==> src/rtl/core_pkg.sv <==
// Definitions shared by the fetch, decode and hazard logic of the core.
// Covers address width, the canonical NOP and the fetch FSM state encoding.
package core_pkg;

  localparam int          ADDR_W    = 11;
  localparam logic [31:0] NOP_INSTR = 32'h0000_0013;

  typedef enum logic [1:0] {
    BOOT = 2'd0,
    RUN  = 2'd1,
    HALT = 2'd2
  } fetch_state_t;

  function automatic logic is_word_aligned(input logic [1:0] lsbs);
    return lsbs == 2'b00;
  endfunction

endpackage

==> src/rtl/if_id_reg.sv <==
// IF/ID pipeline register: holds by default, loads a new instruction on load,
// and on flush clears valid and substitutes the NOP (flush wins over load).
module if_id_reg #(
  parameter int          ADDR_W    = core_pkg::ADDR_W,
  parameter logic [31:0] NOP_INSTR = core_pkg::NOP_INSTR
) (
  input  logic              clk,
  input  logic              rst,
  input  logic              flush,
  input  logic              load,
  input  logic [31:0]       in_instr,
  input  logic [ADDR_W-1:0] in_pc,
  output logic              out_valid,
  output logic [31:0]       out_instr,
  output logic [ADDR_W-1:0] out_pc
);

  logic              valid_q, valid_d;
  logic [31:0]       instr_q, instr_d;
  logic [ADDR_W-1:0] pc_q, pc_d;

  always_comb begin
    valid_d = valid_q;
    instr_d = instr_q;
    pc_d    = pc_q;
    if (flush) begin
      // if_pc keeps its old value; consumers must ignore it while invalid
      valid_d = 1'b0;
      instr_d = NOP_INSTR;
    end else if (load) begin
      valid_d = 1'b1;
      instr_d = in_instr;
      pc_d    = in_pc;
    end
  end

  always_ff @(posedge clk) begin
    if (rst) begin
      valid_q <= 1'b0;
      instr_q <= NOP_INSTR;
      pc_q    <= '0;
    end else begin
      valid_q <= valid_d;
      instr_q <= instr_d;
      pc_q    <= pc_d;
    end
  end

  assign out_valid = valid_q;
  assign out_instr = instr_q;
  assign out_pc    = pc_q;

endmodule

==> src/rtl/fetch_unit.sv <==
// Instruction-fetch stage: owns the PC, drives the instruction memory address,
// and applies redirects, stalls and misaligned-target fault halting.
module fetch_unit #(
  parameter int                         ADDR_W    = core_pkg::ADDR_W,
  parameter logic [core_pkg::ADDR_W-1:0] RESET_PC = '0,
  parameter logic [31:0]                NOP_INSTR = core_pkg::NOP_INSTR
) (
  input  logic              clk,
  input  logic              rst,
  output logic [ADDR_W-1:0] imem_addr,
  input  logic [31:0]       imem_data,
  input  logic              stall,
  input  logic              redirect_valid,
  input  logic [ADDR_W-1:0] redirect_target,
  output logic              if_valid,
  output logic [31:0]       if_instr,
  output logic [ADDR_W-1:0] if_pc,
  output logic              fault,
  output logic [ADDR_W-1:0] fault_addr,
  output logic [31:0]       fetch_count
);

  import core_pkg::*;

  // Every fetched PC is a RESET_PC + 4k or an aligned redirect, so alignment holds by construction
  if (RESET_PC[1:0] != 2'b00) begin : g_bad_reset_pc
    $error("fetch_unit: RESET_PC must be word-aligned");
  end

  fetch_state_t      state_q, state_d;
  logic [ADDR_W-1:0] pc_q, pc_d;
  logic              fault_q, fault_d;
  logic [ADDR_W-1:0] fault_addr_q, fault_addr_d;
  logic [31:0]       fetch_count_q, fetch_count_d;
  logic              capture;
  logic              flush;

  always_comb begin
    state_d       = state_q;
    pc_d          = pc_q;
    fault_d       = fault_q;
    fault_addr_d  = fault_addr_q;
    fetch_count_d = fetch_count_q;
    capture       = 1'b0;
    flush         = 1'b0;
    unique case (state_q)
      BOOT: state_d = RUN;
      RUN: begin
        if (redirect_valid) begin
          flush = 1'b1;
          if (!is_word_aligned(redirect_target[1:0])) begin
            state_d      = HALT;
            fault_d      = 1'b1;
            fault_addr_d = redirect_target;
          end else begin
            pc_d = redirect_target;
          end
        end else if (!stall) begin
          capture       = 1'b1;
          pc_d          = pc_q + ADDR_W'(4);
          fetch_count_d = fetch_count_q + 32'd1;
        end
      end
      HALT: state_d = HALT;
      default: state_d = HALT;
    endcase
  end

  always_ff @(posedge clk) begin
    if (rst) begin
      state_q       <= BOOT;
      pc_q          <= RESET_PC;
      fault_q       <= 1'b0;
      fault_addr_q  <= '0;
      fetch_count_q <= '0;
    end else begin
      state_q       <= state_d;
      pc_q          <= pc_d;
      fault_q       <= fault_d;
      fault_addr_q  <= fault_addr_d;
      fetch_count_q <= fetch_count_d;
    end
  end

  if_id_reg #(
    .ADDR_W   (ADDR_W),
    .NOP_INSTR(NOP_INSTR)
  ) u_if_id_reg (
    .clk      (clk),
    .rst      (rst),
    .flush    (flush),
    .load     (capture),
    .in_instr (imem_data),
    .in_pc    (pc_q),
    .out_valid(if_valid),
    .out_instr(if_instr),
    .out_pc   (if_pc)
  );

  assign imem_addr   = pc_q;
  assign fault       = fault_q;
  assign fault_addr  = fault_addr_q;
  assign fetch_count = fetch_count_q;

endmodule

==> config.mk <==
export PLATFORM = sky130hd
export DESIGN_NAME = fetch_unit
export DESIGN_NICKNAME = d
export VERILOG_FILES = /design/src/rtl/core_pkg.sv /design/src/rtl/if_id_reg.sv /design/src/rtl/fetch_unit.sv
export SDC_FILE = /design/constraint.sdc
export NUM_CORES = 1
export LEC_CHECK = 0
export CORE_ASPECT_RATIO = 0.8
export CORE_MARGIN = 4
export CORE_UTILIZATION = 33
export DETAILED_ROUTE_END_ITERATION = 8
export GPL_TIMING_DRIVEN = 0
export PLACE_DENSITY = 0.59
export SYNTH_ARGS = -nofsm -noshare
export SYNTH_HDL_FRONTEND = slang
export SYNTH_SLANG_ARGS = --single-unit
==> constraint.sdc <==
create_clock -name clk -period 3.5 [get_ports clk]
set_input_delay 0.7 -clock clk [delete_from_list [all_inputs] [get_ports clk]]
set_output_delay 0.7 -clock clk [all_outputs]
set_load 0.01 [all_outputs]
# Word level (Yosys, flattened, before mapping)
# Cells that the tools add are included.
[op_classes]
n_addsub = 2
n_eq_ne = 5
muxes = 11
n_bitwise = 4
n_reduce_logical = 8
[ops]
columns = ["operator", "n"]
rows = [
  ["2-to-1 mux 11 bit", 3],
  ["adder 32 x 1 -> 32 bit, second input constant", 1],
  ["adder 11 x 3 -> 11 bit, second input constant", 1],
  ["AND reduction 3 bit", 3],
  ["2-to-1 mux 1 bit", 5],
  ["logical NOT 2 bit", 2],
  ["2-to-1 mux 2 bit", 2],
  ["inequality test 2 x 1 -> 1 bit, second input constant", 2],
  ["inequality test 2 bit, second input constant", 2],
  ["NOT 1 bit", 4],
  ["case mux 2 bit (2 select lines)", 1],
  ["AND reduction 2 bit", 2],
  ["== test 2 x 1 -> 1 bit, second input constant", 1],
  ["OR reduction 2 bit", 1],
]
[totals]
regBits = 101
inputBits = 47
out_inout_bits = 99
elab_cells = 38

# Longest topological paths before layout
[logic_depth]
depth_word = 4
mapped_depth = 7
mapped_depth_nobuf = 5

# By module
# Synthesis repeated with hierarchy kept, for this count alone.
[hier_totals]
hier_cells = 484
hier_area_um2 = 4359.2
[by_module_without_submodules]
columns = ["module", "instances", "cells_per_inst", "area_per_inst_um2", "seq_area_each_um2"]
rows = [
  ["fetch_unit", 1, 326, 2646.3, 1141.1],
  ["if_id_reg", 1, 158, 1712.9, 880.8],
]

# Worst setup path after synthesis
# No wires, ideal clock.
[synth_path]
kind = "input -> register"
from = "input redirect_valid"
to = "register fetch_count_q[27] (netlist: fetch_count[27])"
arrival_ns = 2.625
slack_ns = 0.752
path_stages = 6
n_path_buf = 2
path_cell_list = "or4b_1 buf_2 or4_4 buf_2 nor4_1 mux2_1"
[synth_via]
elab_chain_cells = 2
[synth_lines]
columns = ["item", "line", "rtl"]
rows = [
  ["from (decl)", "fetch_unit.sv:13", "input logic redirect_valid,"],
  ["NOT 1 bit (no source line)", "--", ""],
  ["AND reduction 3 bit (no source line)", "--", ""],
  ["to (signal assigned)", "fetch_unit.sv:81", "fetch_count_q <= fetch_count_d;"],
  ["to (decl)", "fetch_unit.sv:34", "logic [31:0] fetch_count_q, fetch_count_d;"],
]
# Every way passes these cells.
# A chain may end at the register's enable or synchronous reset.

# Worst setup path after layout
# Same ends and word-level chain as after synthesis.

==> load_flow_metrics.sql <==
INSERT INTO impl_metrics (metric_group, metric, value, unit) VALUES
('logic_synthesis', 'syn-cell-area', '4084', 'um2'),
('logic_synthesis', 'syn_inst', '493', ''),
('floorplan', 'die_w', '132.4', 'um'),
('clock_tree', 'clock_tree.buffer_depth', '2', ''),
('floorplan', 'io_pins', '146', ''),
('drt', 'drt_wl_total', '12720', 'um'),
('final_layout', 'area.sequential', '2022', 'um2'),
('hold_path', 'hold-path-cell-count', '2', ''),
('critical_path', 'cp-end-kind', 'flip-flop', ''),
('clock_tree', 'cts.reportedPaths.clkPinSlew', '70', 'ps'),
('logic_synthesis', 'synth.yosys.seq_area_share', '49.51', '%'),
('clock_tree', 'clock-sinks', '101', ''),
('clock_tree', 'h-tree-depth', '3', ''),
('floorplan', 'fp.dieArea', '14230', 'um2'),
('pwr', 'power_density', '405.3', 'nW/um2'),
('hold_path', 'hp-class', 'flip-flop to flip-flop', ''),
('critical_path', 'worst-endpoint-arrival', '3320', 'ps'),
('floorplan', 'start_util', '33.58', '%'),
('critical_path', 'crit_required', '3730', 'ps'),
('final_layout', 'drive_gt1_share', '4.281', '%'),
('timing', 'timing.final.hold_violations', '0', ''),
('logic_synthesis', 'ys_dominant_reg_cell', 'dfxtp_1', ''),
('final_layout', 'area_growth', '47.61', '%'),
('timing', 'worst-slew-pin-transition', '1099', 'ps'),
('outcome', 'outcome', 'complete, no violations', ''),
('logic_synthesis', 'adder_cell_area_share_of_the_yosys_netlist', '0.6127', '%'),
('final_layout', 'multi_input_area', '1914', 'um2'),
('critical_path', 'critPathMaxFanout', '10', ''),
('placement', 'port_buffers', '145', ''),
('critical_path', 'worst_r2r_path_depth', '6', ''),
('floorplan', 'chipHeight', '107.5', 'um'),
('logic_synthesis', 'synthesized_area_fraction_occupied_by_and_or_nand_nor_cells', '25.77', '%'),
('logic_synthesis', 'synth_edf_count', '0', ''),
('global_routing', 'grt_max_degree', '19', ''),
('global_routing', 'grt_pass1_wl', '20150', 'um'),
('clock_tree', 'numCtsBuffers', '9', ''),
('logic_synthesis', 'synthXorXnorAreaFrac', '1.716', '%'),
('critical_path', 'crit-reg2reg-capture', 'fetch_count[27]$_SDFFE_PP0P_', ''),
('final_layout', 'num-nets-final', '698', ''),
('critical_path', 'crit_type', 'input pin to flip-flop', ''),
('run', 'maxCapViolCount', '0', ''),
('logic_synthesis', 'number_of_different_library_cells_in_the_post_synthesis_netlist', '47', ''),
('logic_synthesis', 'synthMuxAreaShare', '2.727', '%'),
('critical_path', 'r2r_start', 'state_q[1]$_SDFFE_PP0P_', ''),
('hold_path', 'hold_path_startpoint', 'u_if_id_reg.out_pc[8]$_SDFFE_PP0P_', ''),
('floorplan', 'core.rowCount', '36', ''),
('global_routing', 'initial_antenna_violation_count', '0', ''),
('global_routing', 'grt_usage', '17.38', '%'),
('final_layout', 'insertedDiodeCount', '0', ''),
('timing', 'min_period_over_period', '88.35', '%'),
('clock_tree', 'clock_tree.root_cell', 'clkbuf_16', ''),
('hold_path', 'worst_hold_path.endpoint', 'u_if_id_reg.out_pc[8]$_SDFFE_PP0P_', ''),
('logic_synthesis', 'synth_top_family_by_area', 'simple AND/OR/NAND/NOR gates', ''),
('drt', 'drt_drc_violations_left', '0', ''),
('drt', 'via_total_after_detailed_routing', '4064', ''),
('drt', 'avgRoutedWirePerCell', '15.79', 'um'),
('clock_tree', 'cts.hold.buffers_added', '0', ''),
('timing', 'rsz_0062_raised_after_global_routing', 'no', ''),
('pwr', 'p_leak', '1.977', 'nW'),
('global_routing', 'first_global_vias', '3910', ''),
('drt', 'drt-pass1-iter-count', '4', ''),
('logic_synthesis', 'yosysWarnings', '0', ''),
('timing', 'fmax', '0.3234', 'GHz'),
('logic_synthesis', 'syn_area_per_cell', '8.284', 'um2'),
('final_layout', 'layout.core_utilization', '49.57', '%'),
('timing', 'clock_skew', '6.565', 'ps'),
('drt', 'first_iter_violations', '263', ''),
('final_layout', 'fill_cell_total_of_the_finished_layout', '1153', ''),
('placement', 'place.gp.congestion', '0.7575', ''),
('logic_synthesis', 'synth_async_sr_flop_share', '0', '%'),
('critical_path', 'setup_slack_on_the_worst_flop_to_flop_path', '880', 'ps');
logic make-up (layout without fill, tap and decap cells):
logic type	Yosys count	count (layout)
buffers and inverters	36	197
muxes	11	11
and+or+nand+nor	222	222
AOI/OAI and AO/OA	113	113
DFF	101	101
xor gates and xnor gates	8	8
adders and majority gates	2	2
cell type report:
type / instances / area share, %
Sequential cell: 101 / 33.54
Multi-Input combinational cell: 356 / 31.76
Timing Repair Buffer: 145 / 24.08
Clock buffer: 9 / 3.736
Tap cell: 152 / 3.155
Buffer: 28 / 1.951
Clock inverter: 7 / 1.287
Inverter: 8 / 0.4981
worst max path at each step:
| stage | start | end | slack [ps] | cells past startpoint |
|---|---|---|---|---|
| CTS | redirect_valid | fetch_count[27]$_SDFFE_PP0P_ | 420 | 7 |
| detailed placement | redirect_valid | fetch_count[27]$_SDFFE_PP0P_ | 50 | 7 |
| finish | redirect_valid | fetch_count[27]$_SDFFE_PP0P_ | 410 | 7 |
| floorplan | redirect_valid | fetch_count[27]$_SDFFE_PP0P_ | 750 | 6 |
| global route | redirect_valid | u_if_id_reg.out_instr[30]$_SDFFE_PP0P_ | 210 | 7 |
| global placement | redirect_valid | fetch_count[27]$_SDFFE_PP0P_ | 70 | 7 |
metal layers:
layer / GRT usage [%] / wire length [um] / vias up
li1: - / - / 2041
met1: 24.29 / 6203 / 1907
met2: 27.06 / 5703 / 102
met3: 4.252 / 625 / 14
met4: 4.228 / 191 / 0
met5: 0 / 0 / -
state kept, by name, indices dropped and copies added, names as in the netlist:
signal	flops
state_q	2
fault	1
imem_addr	11
u_if_id_reg.out_valid	1
u_if_id_reg.out_pc	11
u_if_id_reg.out_instr	32
fetch_count	32
fault_addr	11
per-stage QoR:
step                      instance area (um2)  std cells  total power, mW  worst slack (ps)  hold slack [ps]
after floorplan                          4084        493            1.315             751.9            480.5
after global placement                   5725        790            1.449             71.50            442.5
after detailed placement                 5725        790            1.452             52.47            445.7
after CTS                                6028        806            2.473             415.1            455.6
after global routing                     6028        806            2.546             211.7            473.2
final                                    6028        806            2.444             407.9            454.8
layout by cell type, fill, tap and decap left out, types with 4 or more instances in the layout:
cell type,count
inv_1,8
nand4_1,11
clkdlybuf4s50_1,145
and4_1,4
o31ai_1,11
nand2b_1,4
nor2_1,35
nor3_1,4
nand2_1,107
clkbuf_16,9
mux2i_1,10
dfxtp_1,101
a21oi_1,71
buf_2,4
buf_1,4
xnor2_1,6
clkbuf_1,19
nand3_1,14
or3_1,11
or4_1,11
o21ai_0,12
and3_1,5
inv_6,4
synth_stat cells (all sizes together) (3+ instances only):
cell,n,area [um2]
a211oi,3,22.52
a21oi,71,355.3
and3,5,31.28
and4,4,35.03
buf,9,46.29
clkbuf,19,71.32
dfxtp,101,2022
inv,8,30.03
mux2i,10,100.1
nand2,107,401.6
nand2b,4,25.02
nand3,14,70.07
nand4,11,68.82
nor2,35,131.4
nor3,4,20.02
nor4,3,18.77
o21ai,12,60.06
o31ai,11,82.58
or2,3,18.77
or3,11,68.82
or4,12,93.84
xnor2,6,52.55
critical path: stages:
cell and delay [ps]:
clkdlybuf4s50_1 470, or4b_1 510, buf_2 190, or4_4 590, buf_2 210, nor4_1 290, mux2_1 350
power breakdown:
part           total (mW)  switching (mW)  internal (mW)
Clock                1.02           0.456          0.564
Combinational       0.230           0.111          0.118
Sequential           1.19          0.0208           1.17
Note: power is estimated with default switching activity, not from simulation.
